### src/rtl/uart_byte_rx.sv
// -----------------------------------------------------------------------------
// uart_byte_rx
//
// 8N1 serial receiver for the SoC UART RX pad. The line is sampled at mid-bit
// at a fixed divider (CLK_DIV clocks per bit). Each good byte is pushed into a
// small first-word-fall-through FIFO that the core-side register block drains.
// Framing errors and overruns are reported as one-cycle pulses.
//
// Parameters
//   CLK_DIV     system clocks per serial bit (>= 4)
//   FIFO_DEPTH  receive FIFO entries (power of two, >= 2)
//
// Ports
//   sys_clk_i     in   system clock (single clock domain)
//   rst_i         in   asynchronous active-high reset
//   rx_i          in   raw serial line from the pad, asynchronous, idles high
//   rd_en_i       in   pop the FIFO head (ignored while the FIFO is empty)
//   rd_data_o     out  FIFO head byte, meaningful while rd_valid_o = 1
//   rd_valid_o    out  FIFO not empty
//   fifo_count_o  out  number of occupied FIFO entries
//   frame_err_o   out  one-cycle pulse: stop bit sampled as 0, byte discarded
//   overrun_o     out  one-cycle pulse: good byte dropped, FIFO full
// -----------------------------------------------------------------------------
module uart_byte_rx #(
  parameter int CLK_DIV    = 868,
  parameter int FIFO_DEPTH = 4
) (
  input  logic                               sys_clk_i,
  input  logic                               rst_i,
  input  logic                               rx_i,
  input  logic                               rd_en_i,
  output logic [7:0]                         rd_data_o,
  output logic                               rd_valid_o,
  output logic [$clog2(FIFO_DEPTH+1)-1:0]    fifo_count_o,
  output logic                               frame_err_o,
  output logic                               overrun_o
);

  localparam int CNT_W = $clog2(CLK_DIV);
  localparam int PTR_W = $clog2(FIFO_DEPTH);
  localparam int OCC_W = $clog2(FIFO_DEPTH + 1);

  // The cycle counter counts down to zero, so a load of N-1 expires N cycles
  // after the load.
  localparam logic [CNT_W-1:0] HALF_LOAD = CNT_W'(CLK_DIV / 2 - 1);
  localparam logic [CNT_W-1:0] FULL_LOAD = CNT_W'(CLK_DIV - 1);
  localparam logic [OCC_W-1:0] OCC_FULL  = OCC_W'(FIFO_DEPTH);

  // ---------------------------------------------------------------------------
  // Input conditioning: two-flop synchronizer plus one history flop for
  // falling-edge detection. All reset to the idle line level.
  // ---------------------------------------------------------------------------
  logic sync1_q;
  logic sync2_q;
  logic prev_q;
  logic rx_sync;

  always_ff @(posedge sys_clk_i or posedge rst_i) begin
    if (rst_i) begin
      sync1_q <= 1'b1;
      sync2_q <= 1'b1;
      prev_q  <= 1'b1;
    end else begin
      sync1_q <= rx_i;
      sync2_q <= sync1_q;
      prev_q  <= sync2_q;
    end
  end

  assign rx_sync = sync2_q;

  // ---------------------------------------------------------------------------
  // Frame FSM
  // ---------------------------------------------------------------------------
  typedef enum logic [1:0] {
    ST_IDLE,
    ST_START,
    ST_DATA,
    ST_STOP
  } state_t;

  state_t           state_q;
  state_t           state_d;
  logic [CNT_W-1:0] cnt_q;
  logic [CNT_W-1:0] cnt_d;
  logic [2:0]       bit_q;
  logic [2:0]       bit_d;
  logic [7:0]       shift_q;
  logic [7:0]       shift_d;

  logic             cnt_expired;
  logic             stop_ok;       // stop-sample cycle with a valid stop bit
  logic             stop_bad;      // stop-sample cycle with a low stop bit

  always_ff @(posedge sys_clk_i or posedge rst_i) begin
    if (rst_i) begin
      state_q <= ST_IDLE;
      cnt_q   <= '0;
      bit_q   <= '0;
      shift_q <= '0;
    end else begin
      state_q <= state_d;
      cnt_q   <= cnt_d;
      bit_q   <= bit_d;
      shift_q <= shift_d;
    end
  end

  assign cnt_expired = (cnt_q == '0);

  always_comb begin
    state_d  = state_q;
    cnt_d    = cnt_q;
    bit_d    = bit_q;
    shift_d  = shift_q;
    stop_ok  = 1'b0;
    stop_bad = 1'b0;

    unique case (state_q)
      ST_IDLE: begin
        // Only a genuine high-to-low transition starts a frame; a line that
        // is held low never produces one.
        if (!rx_sync && prev_q) begin
          state_d = ST_START;
          cnt_d   = HALF_LOAD;
        end
      end

      ST_START: begin
        if (cnt_expired) begin
          if (!rx_sync) begin
            state_d = ST_DATA;
            cnt_d   = FULL_LOAD;
            bit_d   = '0;
          end else begin
            // Line went back high before mid-start: treat as a glitch.
            state_d = ST_IDLE;
          end
        end else begin
          cnt_d = cnt_q - 1'b1;
        end
      end

      ST_DATA: begin
        if (cnt_expired) begin
          // LSB arrives first, so shifting in at the MSB leaves bit 0 in
          // position 0 after the eighth sample.
          shift_d = {rx_sync, shift_q[7:1]};
          cnt_d   = FULL_LOAD;
          if (bit_q == 3'd7) begin
            state_d = ST_STOP;
          end else begin
            bit_d = bit_q + 1'b1;
          end
        end else begin
          cnt_d = cnt_q - 1'b1;
        end
      end

      ST_STOP: begin
        if (cnt_expired) begin
          // Returning to IDLE at mid-stop leaves half a bit of margin for
          // the next start edge, so frames with no idle gap are not lost.
          state_d = ST_IDLE;
          if (rx_sync) begin
            stop_ok = 1'b1;
          end else begin
            stop_bad = 1'b1;
          end
        end else begin
          cnt_d = cnt_q - 1'b1;
        end
      end

      default: begin
        state_d = ST_IDLE;
      end
    endcase
  end

  // ---------------------------------------------------------------------------
  // Receive FIFO: circular buffer, write/read pointers and occupancy count.
  // ---------------------------------------------------------------------------
  logic [PTR_W-1:0]            wr_ptr_q;
  logic [PTR_W-1:0]            wr_ptr_d;
  logic [PTR_W-1:0]            rd_ptr_q;
  logic [PTR_W-1:0]            rd_ptr_d;
  logic [OCC_W-1:0]            occ_q;
  logic [OCC_W-1:0]            occ_d;
  logic                        frame_err_q;
  logic                        overrun_q;
  logic                        fifo_full;
  logic                        fifo_empty;
  logic                        push;
  logic                        pop;
  logic                        overrun_d;
  logic [FIFO_DEPTH-1:0][7:0]  mem_rd;

  assign fifo_full  = (occ_q == OCC_FULL);
  assign fifo_empty = (occ_q == '0);
  assign pop        = rd_en_i && !fifo_empty;

  // A pop in the same cycle frees the slot, so a full FIFO still accepts
  // the byte in that case.
  assign push       = stop_ok && (!fifo_full || pop);
  assign overrun_d  = stop_ok && fifo_full && !rd_en_i;

  always_comb begin
    wr_ptr_d = wr_ptr_q;
    rd_ptr_d = rd_ptr_q;
    occ_d    = occ_q;

    // Pointer width equals log2(depth), so the increment wraps on its own.
    if (push) begin
      wr_ptr_d = wr_ptr_q + 1'b1;
    end
    if (pop) begin
      rd_ptr_d = rd_ptr_q + 1'b1;
    end

    unique case ({push, pop})
      2'b10:   occ_d = occ_q + 1'b1;
      2'b01:   occ_d = occ_q - 1'b1;
      default: occ_d = occ_q;
    endcase
  end

  always_ff @(posedge sys_clk_i or posedge rst_i) begin
    if (rst_i) begin
      wr_ptr_q    <= '0;
      rd_ptr_q    <= '0;
      occ_q       <= '0;
      frame_err_q <= 1'b0;
      overrun_q   <= 1'b0;
    end else begin
      wr_ptr_q    <= wr_ptr_d;
      rd_ptr_q    <= rd_ptr_d;
      occ_q       <= occ_d;
      frame_err_q <= stop_bad;
      overrun_q   <= overrun_d;
    end
  end

  // Storage entries are cleared on reset so the head reads 8'h00 afterwards.
  for (genvar gi = 0; gi < FIFO_DEPTH; gi++) begin : g_entry
    logic [7:0] entry_q;
    logic       entry_we;

    assign entry_we = push && (wr_ptr_q == PTR_W'(gi));

    always_ff @(posedge sys_clk_i or posedge rst_i) begin
      if (rst_i) begin
        entry_q <= '0;
      end else if (entry_we) begin
        entry_q <= shift_q;
      end
    end

    assign mem_rd[gi] = entry_q;
  end

  // ---------------------------------------------------------------------------
  // Outputs
  // ---------------------------------------------------------------------------
  assign rd_data_o    = mem_rd[rd_ptr_q];
  assign rd_valid_o   = !fifo_empty;
  assign fifo_count_o = occ_q;
  assign frame_err_o  = frame_err_q;
  assign overrun_o    = overrun_q;

endmodule

### config.mk
export PLATFORM = sky130hd
export DESIGN_NAME = uart_byte_rx
export DESIGN_NICKNAME = d
export VERILOG_FILES = /design/src/rtl/uart_byte_rx.sv
export SDC_FILE = /design/constraint.sdc
export NUM_CORES = 1
export LEC_CHECK = 0
export CAP_MARGIN = 20
export CORE_AREA = 8 8 85 87
export CTS_CLUSTER_SIZE = 20
export DETAILED_ROUTE_END_ITERATION = 6
export DIE_AREA = 0 0 93 95
export GPL_ROUTABILITY_DRIVEN = 0
export PLACE_DENSITY = 0.77
export SYNTH_ARGS = -nofsm -noshare
export SYNTH_HDL_FRONTEND = slang
export SYNTH_SLANG_ARGS = --single-unit
### constraint.sdc
create_clock -name sys_clk_i -period 3.6 [get_ports sys_clk_i]
set_input_delay 0.72 -clock sys_clk_i [delete_from_list [all_inputs] [get_ports sys_clk_i]]
set_output_delay 0.72 -clock sys_clk_i [all_outputs]
set_load 0.05 [all_outputs]
==> impl_metrics.py <==
metrics = {
    "yosys": {
        "netlist_instances": 267,
        "synth_seq_cells": 67,
        "synth_edf_count": 0,
        "synth-async-reset-ratio_pct": 100.0,
        "netlist_area_um2": 3359,
        "syn_avg_cell_area_um2": 12.58,
        "synth_cell_type_count": 48,
        "postSynthNetCount": 285,
        "synth_ff_type": "dfrtp_1",
        "yosysWarnings": 0,
        "yosysSeqAreaShare_pct": 50.02,
    },
    "min_path": {
        "hold_depth": 0,
        "min_path_type": "flop to flop",
    },
    "floorplan": {
        "coreArea_um2": 5816,
        "dieArea_um2": 8835,
        "die_x_um": 93,
        "fp.dieH_um": 95,
        "start_util_pct": 57.77,
        "placementRows": 28,
        "ioPinCount": 18,
    },
    "placed_design": {
        "dp_hpwl_um": 4544,
        "port_buffers": 17,
    },
    "sta": {
        "max_slew.worst_pin.slew_ns": 0.8354,
        "slew_viol_final": 0,
        "finalHoldWorstSlack_ns": 0.3569,
        "period_needed_ns": 3.070,
        "max_freq_mhz": 325.8,
        "relSlewSlack_pct": 44.22,
        "hold_viol_final": 0,
        "finalClockSkew_ns": 0.005166,
        "period_share_pct": 85.27,
        "finalSetupViolCount": 0,
        "setup-tns-final_ns": 0,
        "rsz0062_at_grt": "no",
    },
    "grt": {
        "gr-total-overflow": 0,
        "grt_use_total_pct": 16.13,
        "antenna_found_initial": 0,
        "first_global_vias": 2335,
        "grt_pass1_wl_um": 11250,
        "grt_max_degree": 41,
    },
    "clock_network": {
        "tritoncts": "done",
        "clock_latency_ns": 0.34,
        "hold_buffers": 0,
        "root_buffer": "clkbuf_8",
        "cts_sinks": 67,
        "cts-resized-gates": 0,
        "h-tree-depth": 3,
        "postCtsSetupBuffers": 0,
        "max-clock-path-buffers": 2,
        "cts_inserted_buffers": 9,
        "clkSlewWorstSetupHoldPaths_ns": 0.08,
    },
    "power_and_ir_drop": {
        "leakage_nw": 1.850,
        "total_power_w": 0.002511,
        "ir_drop_mv": 0.4847,
        "p_per_area_nw_per_um2": 657.0,
    },
    "route": {
        "antenna_left": 0,
        "drt_iter0_markers": 104,
        "num_vias": 2190,
        "via_per_inst": 5.871,
        "drc": 0,
        "wl_um": 6248,
        "wl_per_cell_um": 16.75,
        "first_pass_iters": 4,
    },
    "worst_setup_path": {
        "worstPathRequired_ns": 2.88,
        "crit_fanout": 10,
        "worstPathArrival_ns": 2.35,
        "cp-end-kind": "output pin",
        "start_kind": "flop",
        "r2r_cells": 8,
        "worstSetupPathType": "flop to output pin",
    },
    "final_layout": {
        "drive_above_1_share_pct": 27.18,
        "fin_util_pct": 65.73,
        "syn_to_final_growth_pct": 13.78,
        "final_nets": 311,
        "seq_area_um2": 1680,
        "antenna_cells": 0,
        "multi_input_area_um2": 1598,
        "fill_cells": 456,
    },
    "run": {
        "cap_violations": 0,
    },
    "status": {
        "outcome": "completed",
    },
}
area by class of cell:
cell class              count  area share, %
clock inverters             7          2.029
multi-input cells         181          41.80
well taps                  75          2.455
clock buffers               9          3.241
repair buffers             21          5.237
inverters                  13          1.277
flip-flops and latches     67          43.96
state kept, by name (all words and copies together) (netlist names), named ones only:
signal	count
rd_ptr_q	2
rx_sync	1
overrun_o	1
cnt_q	10
bit_q	3
prev_q	1
shift_q	8
fifo_count_o	3
state_q	1
wr_ptr_q	2
g_entry.entry_q	32
frame_err_o	1
sync1_q	1
kinds of logic after synthesis:
logic type / count (synthesis) / share of synthesized area, %
xor gates and xnor gates: 5 / 1.303
buffers and inverters: 19 / 2.421
AOI/OAI and AO/OA: 48 / 9.199
muxes: 50 / 20.56
and+or+nand+nor: 64 / 11.06
DFF: 67 / 50.02
adders and majority gates: 14 / 5.438
through the flow:
stage	cells	area (µm²)	setup slack, ns
detailed placement	357	3621	0.5212
global route	373	3822	0.3725
global placement	357	3621	0.6292
CTS	373	3822	0.4881
floorplan	267	3359	0.8234
finish	373	3822	0.5302
metal layers:
layer,global-route usage [%],share of wire (%),wire (µm)
met1,20.72,46,2903
met4,7.248,1.7,104
met5,0,0,0
met2,25.15,47,2965
met3,4.206,4.4,275
power by group:
| part | switching [W] | leakage (nW) | internal [W] |
|---|---|---|---|
| Clock | 0.000304 | 0.0998 | 0.000324 |
| Sequential | 0.000161 | 0.890 | 0.000849 |
| Combinational | 0.000503 | 0.860 | 0.000369 |
| Total | 0.000969 | 1.85 | 0.00154 |
cell usage after synthesis (all sizes together), types with 2 or more instances:
library cell / number / area share, %
or3: 3 / 0.56
inv: 13 / 1.5
mux4: 8 / 5.4
mux2: 42 / 15
xnor2: 4 / 1.0
nor2: 15 / 1.8
nor3: 9 / 1.3
nand3: 9 / 1.3
dfrtp: 64 / 48
a31oi: 3 / 0.56
o22a: 3 / 0.78
ha: 13 / 4.8
and2: 2 / 0.37
clkbuf: 2 / 0.22
nand2b: 2 / 0.37
nor4: 4 / 0.74
o211ai: 2 / 0.45
o21ai: 14 / 2.1
a211oi: 2 / 0.45
or4: 2 / 0.56
nand2: 12 / 2.2
dfstp: 3 / 2.3
a22o: 3 / 0.78
buf: 4 / 0.74
nor2b: 2 / 0.37
a21oi: 13 / 1.9
final timing paths:
path | from | end | slack [ns]
min in group asynchronous | rst_i | g_entry[2].entry_q[5] | 0.87
setup / recovery | rd_ptr_q[0] | rd_data_o[6] | 0.53
max in group asynchronous | rst_i | shift_q[4] | 2.00
hold / removal | sync1_q | rx_sync | 0.36
setup reg to reg | cnt_q[8] | fifo_count_o[2] | 0.88
hold reg to reg | sync1_q | rx_sync | 0.36
cell usage in the layout (no fill, tap or decap), drive strengths merged, types with 8 or more instances in the layout:
| cell type | n |
|---|---|
| nand3 | 9 |
| o21ai | 14 |
| clkdlybuf4s50 | 17 |
| dfrtp | 64 |
| nand2 | 12 |
| clkbuf | 9 |
| mux4 | 8 |
| nor3 | 9 |
| a21oi | 13 |
| inv | 14 |
| mux2 | 42 |
| ha | 13 |
| nor2 | 15 |
worst max-delay path, stage by stage (launching register included):
cell	delay [ns]
dfrtp_1	0.71
mux4_2	0.58
clkdlybuf4s50_1	0.72
Power figures use the tool's default switching activity.
